$ cat src/rtl/instruction_prefetch_buffer.sv
// ---------------------------------------------------------------------------
// instruction_prefetch_buffer
//
// Purpose:
//   Instruction memory front end between the fetch stage and a single-port
//   instruction memory. Sequential words are prefetched into a DEPTH-entry
//   FIFO so straight-line code completes a fetch in the same cycle it is
//   requested. A non-sequential request flushes the FIFO and restarts the
//   stream at the new address. Memory read latency may vary (>= 1 cycle);
//   at most one read is outstanding at any time.
//
// Ports:
//   clk            in   rising-edge clock
//   reset          in   synchronous, active-high reset
//   fetch_req      in   core requests the word at addr (held until fetch_valid)
//   addr           in   requested word address
//   fetch_valid    out  data_read carries the word for addr this cycle
//   data_read      out  instruction word (0 when fetch_valid=0)
//   mem_addr       out  memory read address (registered)
//   mem_read_en    out  one-cycle memory read request pulse (registered)
//   mem_read_val   in   memory read data
//   mem_read_valid in   memory response strobe
//   hit_count      out  (IFETCH_STATS_EN only) completed fetches, wraps at 2^32
//   miss_count     out  (IFETCH_STATS_EN only) stream restarts, wraps at 2^32
//
// Configuration:
//   Define IFETCH_STATS_EN to add the hit_count/miss_count statistics ports.
// ---------------------------------------------------------------------------
module instruction_prefetch_buffer #(
    parameter int MEM_WIDTH = 32,
    parameter int MEM_SIZE  = 256,
    parameter int DEPTH     = 4
) (
    input  logic                        clk,
    input  logic                        reset,
    input  logic                        fetch_req,
    input  logic [$clog2(MEM_SIZE)-1:0] addr,
    output logic                        fetch_valid,
    output logic [MEM_WIDTH-1:0]        data_read,
    output logic [$clog2(MEM_SIZE)-1:0] mem_addr,
    output logic                        mem_read_en,
    input  logic [MEM_WIDTH-1:0]        mem_read_val,
    input  logic                        mem_read_valid
`ifdef IFETCH_STATS_EN
    ,
    output logic [31:0]                 hit_count,
    output logic [31:0]                 miss_count
`endif
);

    localparam int AW = $clog2(MEM_SIZE);
    localparam int PW = $clog2(DEPTH);

    typedef enum logic {
        IDLE   = 1'b0,
        STREAM = 1'b1
    } state_t;

    state_t              state_reg;
    logic [AW-1:0]       base_reg;       // address of the FIFO head word
    logic [AW-1:0]       next_addr_reg;  // next word to request from memory
    logic [PW:0]         count_reg;
    logic [PW-1:0]       head_reg;
    logic [PW-1:0]       tail_reg;
    logic                pending_reg;    // one read outstanding
    logic                drop_reg;       // outstanding read belongs to a flushed stream
    logic                mem_read_en_reg;
    logic [AW-1:0]       mem_addr_reg;
    logic [MEM_WIDTH-1:0] fifo_mem [DEPTH];

    logic hit;
    logic wait_base;
    logic miss;
    logic resp;
    logic push;
    logic issue;

    // Address increment modulo MEM_SIZE (MEM_SIZE need not be a power of two).
    function automatic logic [AW-1:0] wrap_inc(input logic [AW-1:0] a);
        return (a == AW'(MEM_SIZE - 1)) ? '0 : a + AW'(1);
    endfunction

    always_comb begin
        hit = fetch_req && (state_reg == STREAM) && (count_reg != '0) && (addr == base_reg);

        // With an empty FIFO the stream always points at base: either the
        // read for base is in flight, a stale read is draining before base
        // is requested, or base is about to be issued. A request for base in
        // that situation is a wait, never a restart.
        wait_base = (state_reg == STREAM) && (count_reg == '0) && (addr == base_reg);

        // In IDLE nothing is tracked, so the first request is always a restart.
        miss = fetch_req && !hit && !wait_base;

        resp  = mem_read_valid && pending_reg;
        // A flush in the same cycle as a response discards the response.
        push  = resp && !drop_reg && !miss;
        // !pending plus count<DEPTH keeps count+pending <= DEPTH.
        issue = (state_reg == STREAM) && !pending_reg && (count_reg < (PW+1)'(DEPTH)) && !miss;
    end

    // Head is read combinationally so a hit completes in the request cycle.
    assign fetch_valid = hit;
    assign data_read   = hit ? fifo_mem[head_reg] : '0;
    assign mem_read_en = mem_read_en_reg;
    assign mem_addr    = mem_addr_reg;

    // FIFO storage: one write-enabled register per entry, no reset needed
    // because count gates every read.
    generate
        for (genvar gi = 0; gi < DEPTH; gi++) begin : g_fifo
            always_ff @(posedge clk) begin
                if (push && (tail_reg == PW'(gi))) begin
                    fifo_mem[gi] <= mem_read_val;
                end
            end
        end
    endgenerate

    always_ff @(posedge clk) begin
        if (reset) begin
            state_reg       <= IDLE;
            base_reg        <= '0;
            next_addr_reg   <= '0;
            count_reg       <= '0;
            head_reg        <= '0;
            tail_reg        <= '0;
            pending_reg     <= 1'b0;
            drop_reg        <= 1'b0;
            mem_read_en_reg <= 1'b0;
            mem_addr_reg    <= '0;
        end else begin
            mem_read_en_reg <= issue;
            if (issue) begin
                mem_addr_reg <= next_addr_reg;
            end

            if (miss) begin
                state_reg     <= STREAM;
                count_reg     <= '0;
                head_reg      <= '0;
                tail_reg      <= '0;
                base_reg      <= addr;
                next_addr_reg <= addr;
                // A read still outstanding after this edge must be discarded;
                // one returning in this very cycle is already gone.
                pending_reg   <= pending_reg && !mem_read_valid;
                drop_reg      <= pending_reg && !mem_read_valid;
            end else begin
                // issue requires !pending and resp requires pending: exclusive.
                if (issue) begin
                    next_addr_reg <= wrap_inc(next_addr_reg);
                    pending_reg   <= 1'b1;
                end else if (resp) begin
                    pending_reg <= 1'b0;
                    drop_reg    <= 1'b0;
                end

                if (push) begin
                    tail_reg <= tail_reg + PW'(1);
                end
                if (hit) begin
                    head_reg <= head_reg + PW'(1);
                    base_reg <= wrap_inc(base_reg);
                end
                count_reg <= count_reg + {{PW{1'b0}}, push} - {{PW{1'b0}}, hit};
            end
        end
    end

`ifdef IFETCH_STATS_EN
    logic [31:0] hit_count_reg;
    logic [31:0] miss_count_reg;

    always_ff @(posedge clk) begin
        if (reset) begin
            hit_count_reg  <= '0;
            miss_count_reg <= '0;
        end else begin
            if (hit) begin
                hit_count_reg <= hit_count_reg + 32'd1;
            end
            if (miss) begin
                miss_count_reg <= miss_count_reg + 32'd1;
            end
        end
    end

    assign hit_count  = hit_count_reg;
    assign miss_count = miss_count_reg;
`endif

endmodule

$ cat config.mk
export PLATFORM = sky130hd
export DESIGN_NAME = instruction_prefetch_buffer
export DESIGN_NICKNAME = d
export VERILOG_FILES = /design/src/rtl/instruction_prefetch_buffer.sv
export SDC_FILE = /design/constraint.sdc
export NUM_CORES = 1
export LEC_CHECK = 0
export CORE_MARGIN = 4
export CORE_UTILIZATION = 55
export CTS_BUF_LIST = sky130_fd_sc_hd__clkbuf_8
export DETAILED_ROUTE_END_ITERATION = 16
export PLACE_DENSITY = 0.76
export SETUP_SLACK_MARGIN = 0.15
export SYNTH_ARGS = -nofsm -noshare
export SYNTH_HDL_FRONTEND = slang
export SYNTH_SLANG_ARGS = --single-unit
$ cat constraint.sdc
create_clock -name clk -period 4.4 [get_ports clk]
set_input_delay 0.88 -clock clk [delete_from_list [all_inputs] [get_ports clk]]
set_output_delay 0.88 -clock clk [all_outputs]
set_load 0.01 [all_outputs]
Word level (Yosys, flattened, before mapping)
Memory sizes are Yosys's and may differ from the RTL's. A register that Yosys moved wholly into a read port is not among the register bits. Index checks and enable logic that the tools add are counted.

Reductions and logical operators: 36. Equal/unequal tests: 7. Add/sub/neg operators: 6. Magnitude comparators: 1. Mux-type cells: 31.

Operator list (count): $mux W32 (4); $reduce_or A32 Y1 (3); $mux W8 (6); $logic_and A1 B1 Y1 (18); $add A8 B1 Y8 const B (2); $eq A8 B8 Y1 const B (2); $mux W1 (16); $mux W2 (5); $eq A8 B8 Y1 (1); $logic_not A1 Y1 (6); $reduce_bool A2 Y1 (3); $reduce_bool A3 Y1 (2); $add A2 B1 Y2 const B (2); $eq A2 B2 Y1 const B (2); $add A3 B1 Y3 (1); $logic_not A3 Y1 (1); $lt A3 B3 Y1 const B (1); $sub A3 B1 Y3 (1); $eq A2 B1 Y1 const B (1); $logic_not A2 Y1 (1); $ne A2 B2 Y1 const B (1); $reduce_and A2 Y1 (1); $reduce_or A2 Y1 (1).

RAM bits: 128. Memories: 1. Flip-flop bits (word level): 35. Bits of input ports: 44.

Memories: fifo_mem (words 4, bits a word 32, rd ports 1, clocked after memory_dff 1, wr ports 1, line 69) `logic [MEM_WIDTH-1:0] fifo_mem [DEPTH];`.

Depth between registers and ports, before layout
Gate-level depths: netlist of run 1.

Depth in word-level cells: 15. Depth in mapped cells: 14. Mapped depth without buffers: 12.

Worst setup path after synthesis of run 1
No wires, ideal clock.

Kind: in2reg. From: input fetch_req. To: register count_reg[2]. Library setup time: 126 ps. Arrival time: 3190 ps. Stages on the path: 12. Required time: 4274 ps. Path slack: 1084 ps. Path buffers: 2. Cells stage by stage: clkbuf_1 > nand2_1 > or4_4 > inv_2 > clkbuf_1 > ha_1 > inv_1 > ha_1 > fa_1 > xnor2_1 > xnor2_1 > nor2_1.

Longest elaborated chain between the ends: 10. Elaborated cells between the ends (all ways): 11. Those cells by class: add/sub (2); reduce/logical (9).

RTL lines: from (decl) (line 36) `input logic fetch_req,`; $logic_and A1 B1 Y1 * (3 in a row) (line 84) `hit = fetch_req && (state_reg == STREAM) && (count_reg != '0) && (addr == base_reg);`; via fetch_valid (line 38) `output logic fetch_valid,`; $logic_not A1 Y1 (line 93) `miss = fetch_req && !hit && !wait_base;`; $logic_and A1 B1 Y1 (2 in a row) (line 93); $logic_not A1 Y1 (line 97) `push = resp && !drop_reg && !miss;`; $logic_and A1 B1 Y1 (line 97); $add A3 B1 Y3 (line 166) `count_reg <= count_reg + {{PW{1'b0}}, push} - {{PW{1'b0}}, hit};`; $sub A3 B1 Y3 (line 166); to (signal assigned) (line 166); to (decl) (line 62) `logic [PW:0] count_reg;`.

The timed path passes the listed nets; every way through them passes the cells marked *. A chain may end at the register's enable or synchronous reset.

Worst setup path after layout of run 1
From: input addr[5]. To: output data_read[9].

Longest elaborated chain between the ends: 3.

RTL lines: from (decl) (line 37) `input logic [$clog2(MEM_SIZE)-1:0] addr,`; $eq A8 B8 Y1 (line 84); $logic_and A1 B1 Y1 (line 84); $mux W32 (line 104) `assign data_read = hit ? fifo_mem[head_reg] : '0;`; to (decl) (line 39) `output logic [MEM_WIDTH-1:0] data_read,`.

No other way between the ends.

==> impl_results.md, run 1 <==
* RD Place Congestion at 0.8578
* Max VDD drop at 253.1 µV
* Synth cell types at 48
* Clock insertion delay at the later pin of the skew report at 0.44 ns
* Arrival @ worst endpoint at 3.27 ns
* Synth area leaders: edfxtp_1, dfxtp_1, mux4_2
* YS warnings at 0
* Largest net degree at the start of global routing at 41
* Cell Area, Synth at 6808 µm²
* Fillcell total at 841
* Pins Over Slew Limit at 0
* Final setup viols at 0
* Sequential cell area at 4587 µm²
* Most common cell after layout, fill and taps aside: edfxtp_1
* First-pass GRT wire length at 20.93 mm
* Longest Clk Path Bufs at 2
* Clock slew at reported path FFs at 0.08 ns
* Max reg flops at 128
* Die H at 119.3 µm
* I/O Buffers at 85
* Setup Total Neg Slack at 0 ns
* Drt pass-1 iters at 5
* Root Driver: clkbuf_8
* H-tree depth at 4
* Ports at 86
* Ys async rst share at 0
* # nets final at 578
* Cell taking the most area after synthesis: edfxtp_1
* Busiest grt layer: met2
* CTS tree: yes
* Multi-input logic area at 2059 µm²
* Met3 Usage GRT at 0.06885
* Core Region at 12060 µm²
* Slew @ Worst Pin at 1.200 ns
* Post-CTS Resized at 0
* Status: completed
* Initial DRC Count at 270
* Tcrit/Tclk final at 0.9439
* Setup crit end kind: output port
* Die X at 119.3 µm
* Overall routed net length at 12.84 mm
* Via count at 3910
* Placed Instance Area at 7880 µm²
* Starting density of the core at 0.5644
* Final Hold Vio Count at 0
* Pleak at 0.002660 µW
* Drt drc at 0
* Number of enable flip-flop cells after synthesis at 128
* Max cap viols at 0
* Mean area per synthesized cell at 15.69 µm²
* Area growth, synth to finish at 21.54%
* Crit path time final at 4.153 ns
* Syn nets at 487
* GRT overflow at 0
* Tot GR Track Use at 0.1921
* Max FO, Critical Path at 14
* Antenna cells at 0
* PwrDens at 351.0 nW/µm²
* Worst Path Required at 3.52 ns
* RSZ-0062 raised after global routing: no
* Most frequent cells in the layout: edfxtp_1, clkdlybuf4s50_1, dfxtp_1, and2_1, mux4_2
* Crit start category: input pin
* Routed len/inst at 18.18 µm
* Postcts setup bufs at 0
* Vias/cell at 5.538
* Largest reg by FF count: fifo_mem
* Fin Clk Skew at 0.007168 ns
* Clk sinks at 165
* Number of global-route vias before repair at 4059
* CTS Buf Count at 17
* F_max at 240.8 MHz
* Share of the synthesized area in the top cell type at 0.5646
* Share of layout cells above drive strength 1 at 0.1561
* Detailed placer's ending HPWL at 8.182 mm
* Slew margin rel. at 0.1972
* Final Cell Area at 8274 µm²
* Row cnt at 40
* Initial antenna violation count at 0
* Mapped Cells at 434
* Seq cells post-synth at 165
* Grt met1 use at 0.2458
* Die area at 14220 µm²
* Routed Antenna Nets at 0
* Post-synthesis sequential area ratio at 0.6734
* Synth Flop Type: edfxtp_1
* Met2 Usage GRT at 0.3084
* Crit path kind: in -> out
* Hold Buf Count CTS at 0
* Worst Hold Class: reg -> reg
[worst max-delay path, stage by stage]
cell and delay [ns]:
clkdlybuf4s50_1 0.57, xnor2_1 0.15, nand2_1 0.15, or4_4 0.53, inv_2 0.10, buf_4 0.20
and2_1 0.16, clkdlybuf4s50_1 0.54
[cell usage after synthesis (3+ instances only)]
cell,instances
a311oi_1,3
and3_1,5
xor2_1,7
clkbuf_1,13
nand3_1,9
nand3b_1,4
inv_1,11
mux4_2,32
a211oi_1,6
nor2_1,21
nand4_1,4
edfxtp_1,128
dfxtp_1,37
nor3_1,4
ha_1,8
nor2b_1,3
nand2b_1,9
xnor2_1,12
a21oi_1,7
buf_2,4
o21ai_0,13
nand2_1,17
and2_1,33
buf_4,5
nand4b_1,8
[per-stage QoR]
step	setup WS (ns)	hold WS (ns)	power, µW	util	std cells
floorplan	1.084	0.4591	1805	-	434
global placement	0.3285	0.4581	1874	0.6533	674
detailed placement	0.3005	0.4623	1878	0.6533	674
CTS	0.2859	0.4784	2926	0.6860	706
global route	0.1572	0.5081	3019	0.6860	706
finish	0.2470	0.4756	2904	0.6860	706
[area by class of cell]
cell class                 count  area share
clock inverter                13     0.01603
sequential                   165      0.5544
multi-input combinational    232      0.2489
inverter                      12    0.005444
timing repair buffer          97      0.1183
tap                          168     0.02540
clock buffer                  19     0.03160
[cells by family (layout without fill, tap and decap cells)]
family,after synthesis,in the layout,synth area share
compound gates,43,43,0.04301
xor+xnor,19,19,0.02444
fa+ha+maj,9,9,0.01764
mux,34,34,0.1088
simple gates,127,127,0.1066
flops,165,165,0.6734
buf+inv,37,141,0.02610
[routing by layer]
metal / vias up / share of wire / routed length (µm)
met5: - / 0 / 0
met4: 0 / 0.012 / 158
met3: 15 / 0.074 / 955
met2: 129 / 0.49 / 6320
met1: 1927 / 0.42 / 5400
li1: 1839 / - / -
[power by group]
| part | leakage (µW) | switching [µW] | total (µW) | internal, µW |
|---|---|---|---|---|
| clock network | 0.000205 | 527 | 1060 | 532 |
| registers | 0.00145 | 18.5 | 1710 | 1690 |
| logic | 0.00100 | 63.9 | 135 | 71.5 |
[path summary, 6_finish.rpt]
kind	startpoint	endpoint	slack, ns	cells after the start
worst max-delay path	addr[5]	data_read[9]	0.25	8
worst min-delay path	mem_addr[7]	mem_addr[7]	0.48	2
worst max register to register	base_reg[1]	count_reg[2]	1.62	12
worst min register to register	mem_addr[7]	mem_addr[7]	0.48	2
Note: power is estimated with default switching activity, not from simulation.
==> run 2, diff against run 1 <==
- SLEW_MARGIN: not set -> 10
==> results of run 2 <==
Final layout, timing and power as in run 1 (identical DEF).
==> run 3, diff against run 2 <==
- PLACE_DENSITY: 0.76 -> 0.83
- SETUP_SLACK_MARGIN: 0.15 -> not set
- clock period: 4.4 -> 4.7 ns (I/O delays scaled with it)
==> impl_results.md, run 3 (same netlist as run 1, synthesis figures left out) <==
* Core Region at 12060 µm²
* GRT overflow at 0
* Arrival @ worst endpoint at 3.58 ns
* RSZ-0062 raised after global routing: no
* Worst Path Required at 3.76 ns
* Placed instance count at 672
* Die area at 14220 µm²
* Largest reg by FF count: fifo_mem
* H-tree depth at 4
* Starting density of the core at 0.5644
* Drt drc at 0
* Design Power at 2658 µW
* Area growth, synth to finish at 20.51%
* Postcts setup bufs at 0
* Max VDD drop at 351.8 µV
* Max FO, Critical Path at 30
* Critical path's slowest cell: or4_4
* Routed len/inst at 18.62 µm
* Share of layout cells above drive strength 1 at 0.1530
* CTS tree: yes
* Pins Over Slew Limit at 0
* Initial antenna violation count at 0
* Crit path top cell by count: clkdlybuf4s50_1
* Setup crit end kind: output port
* # nets final at 576
* Final Hold Vio Count at 0
* CP max stage delay at 0.58 ns
* Post-CTS Resized at 0
* Slew margin rel. at 0.2164
* CTS Buf Count at 17
* Die X at 119.3 µm
* Ports at 86
* Via count at 3964
* Final setup viols at 0
* Longest Clk Path Bufs at 2
* Clk sinks at 165
* Routed Antenna Nets at 0
* RD Place Congestion at 0.8457
* Max reg flops at 128
* Max cap viols at 0
* Fin Clk Skew at 0.01363 ns
* CP Cell Sequence: clkdlybuf4s50_1, xnor2_1, nand3_1, or4_4, inv_2, buf_12, and2_1, clkdlybuf4s50_1
* Worst hold slack at 0.4800 ns
* Overall routed net length at 13.11 mm
* Fillcell total at 827
* Tot GR Track Use at 0.1976
* Setup Total Neg Slack at 0 ns
* Drt pass-1 iters at 5
* Most common cell after layout, fill and taps aside: edfxtp_1
* F_max at 221.2 MHz
* Post-Layout Cell Count at 704
* Crit start category: input pin
* Crit path time final at 4.522 ns
* Die H at 119.3 µm
* Clock slew at reported path FFs at 0.08 ns
* First-pass GRT wire length at 21.67 mm
* Clock insertion delay at the later pin of the skew report at 0.44 ns
* Number of global-route vias before repair at 4182
* Slew @ Worst Pin at 1.172 ns
* Hold Buf Count CTS at 0
* Status: completed
* Crit path kind: in -> out
* Most frequent cells in the layout: edfxtp_1, clkdlybuf4s50_1, dfxtp_1, and2_1, mux4_2
* Vias/cell at 5.631
* Largest net degree at the start of global routing at 41
* I/O Buffers at 85
* Row cnt at 40
* Detailed placer's ending HPWL at 8.591 mm
* Initial DRC Count at 389
* Root Driver: clkbuf_8
* PwrDens at 324.0 nW/µm²
* Pleak at 0.002625 µW
* Antenna cells at 0
* Worst Hold Class: reg -> reg
* Tcrit/Tclk final at 0.9620
run 3: changes by cell type in the layout (fill, tap and decap cells not counted):
cell        change
clkbuf_8        -2
clkinv_1        +1
clkinv_4        -1
inv_1           -1
bufinv_16       -1
inv_6           +2
buf_12          -2
inv_8           +1
clkinvlp_4      +1
run 3: critical path, delay by kind of cell:
| family | cells | cell delay [ns] |
|---|---|---|
| buffers and inverters | 4 | 1.48 |
| AND/OR/NAND/NOR | 3 | 1.00 |
| XOR/XNOR | 1 | 0.14 |
run 3: routing by layer:
layer | global-route usage | part of all wire | vias up
met3 | 0.05793 | 0.053 | 12
met1 | 0.2538 | 0.42 | 1985
met2 | 0.3327 | 0.51 | 126
met4 | 0.04779 | 0.0091 | 0
met5 | 0 | 0 | -
li1 | - | - | 1841
run 3: metrics by stage:
stage	setup slack, ns	util	instance area, µm²
2_1_floorplan	1.324	-	6808
3_3_place_gp	0.2547	0.6500	7840
3_5_place_dp	0.2013	0.6500	7840
4_1_cts	0.1796	0.6802	8204
5_1_grt	0.07672	0.6802	8204
6_report	0.1785	0.6802	8204
run 3: area by class of cell:
cell class | count | area [µm²] | area share
clock buffer | 17 | 234.0 | 0.02852
clock inverter | 15 | 130.1 | 0.01586
inverter | 12 | 45.04 | 0.005490
multi-input combinational | 232 | 2059 | 0.2510
sequential | 165 | 4587 | 0.5591
tap | 168 | 210.2 | 0.02562
timing repair buffer | 95 | 938.4 | 0.1144
run 3: final timing paths:
kind,start,to,slack (ns),cells past startpoint
max reg2reg,base_reg[7],count_reg[2],1.69,12
min,mem_addr[1],mem_addr[1],0.48,2
max,addr[7],data_read[21],0.18,8
min reg2reg,mem_addr[1],mem_addr[1],0.48,2
run 3: power breakdown:
part           internal (µW)  switching (µW)  total (µW)
Sequential              1580            17.7        1600
Combinational           65.5            58.5         124
Clock                    422             511         933
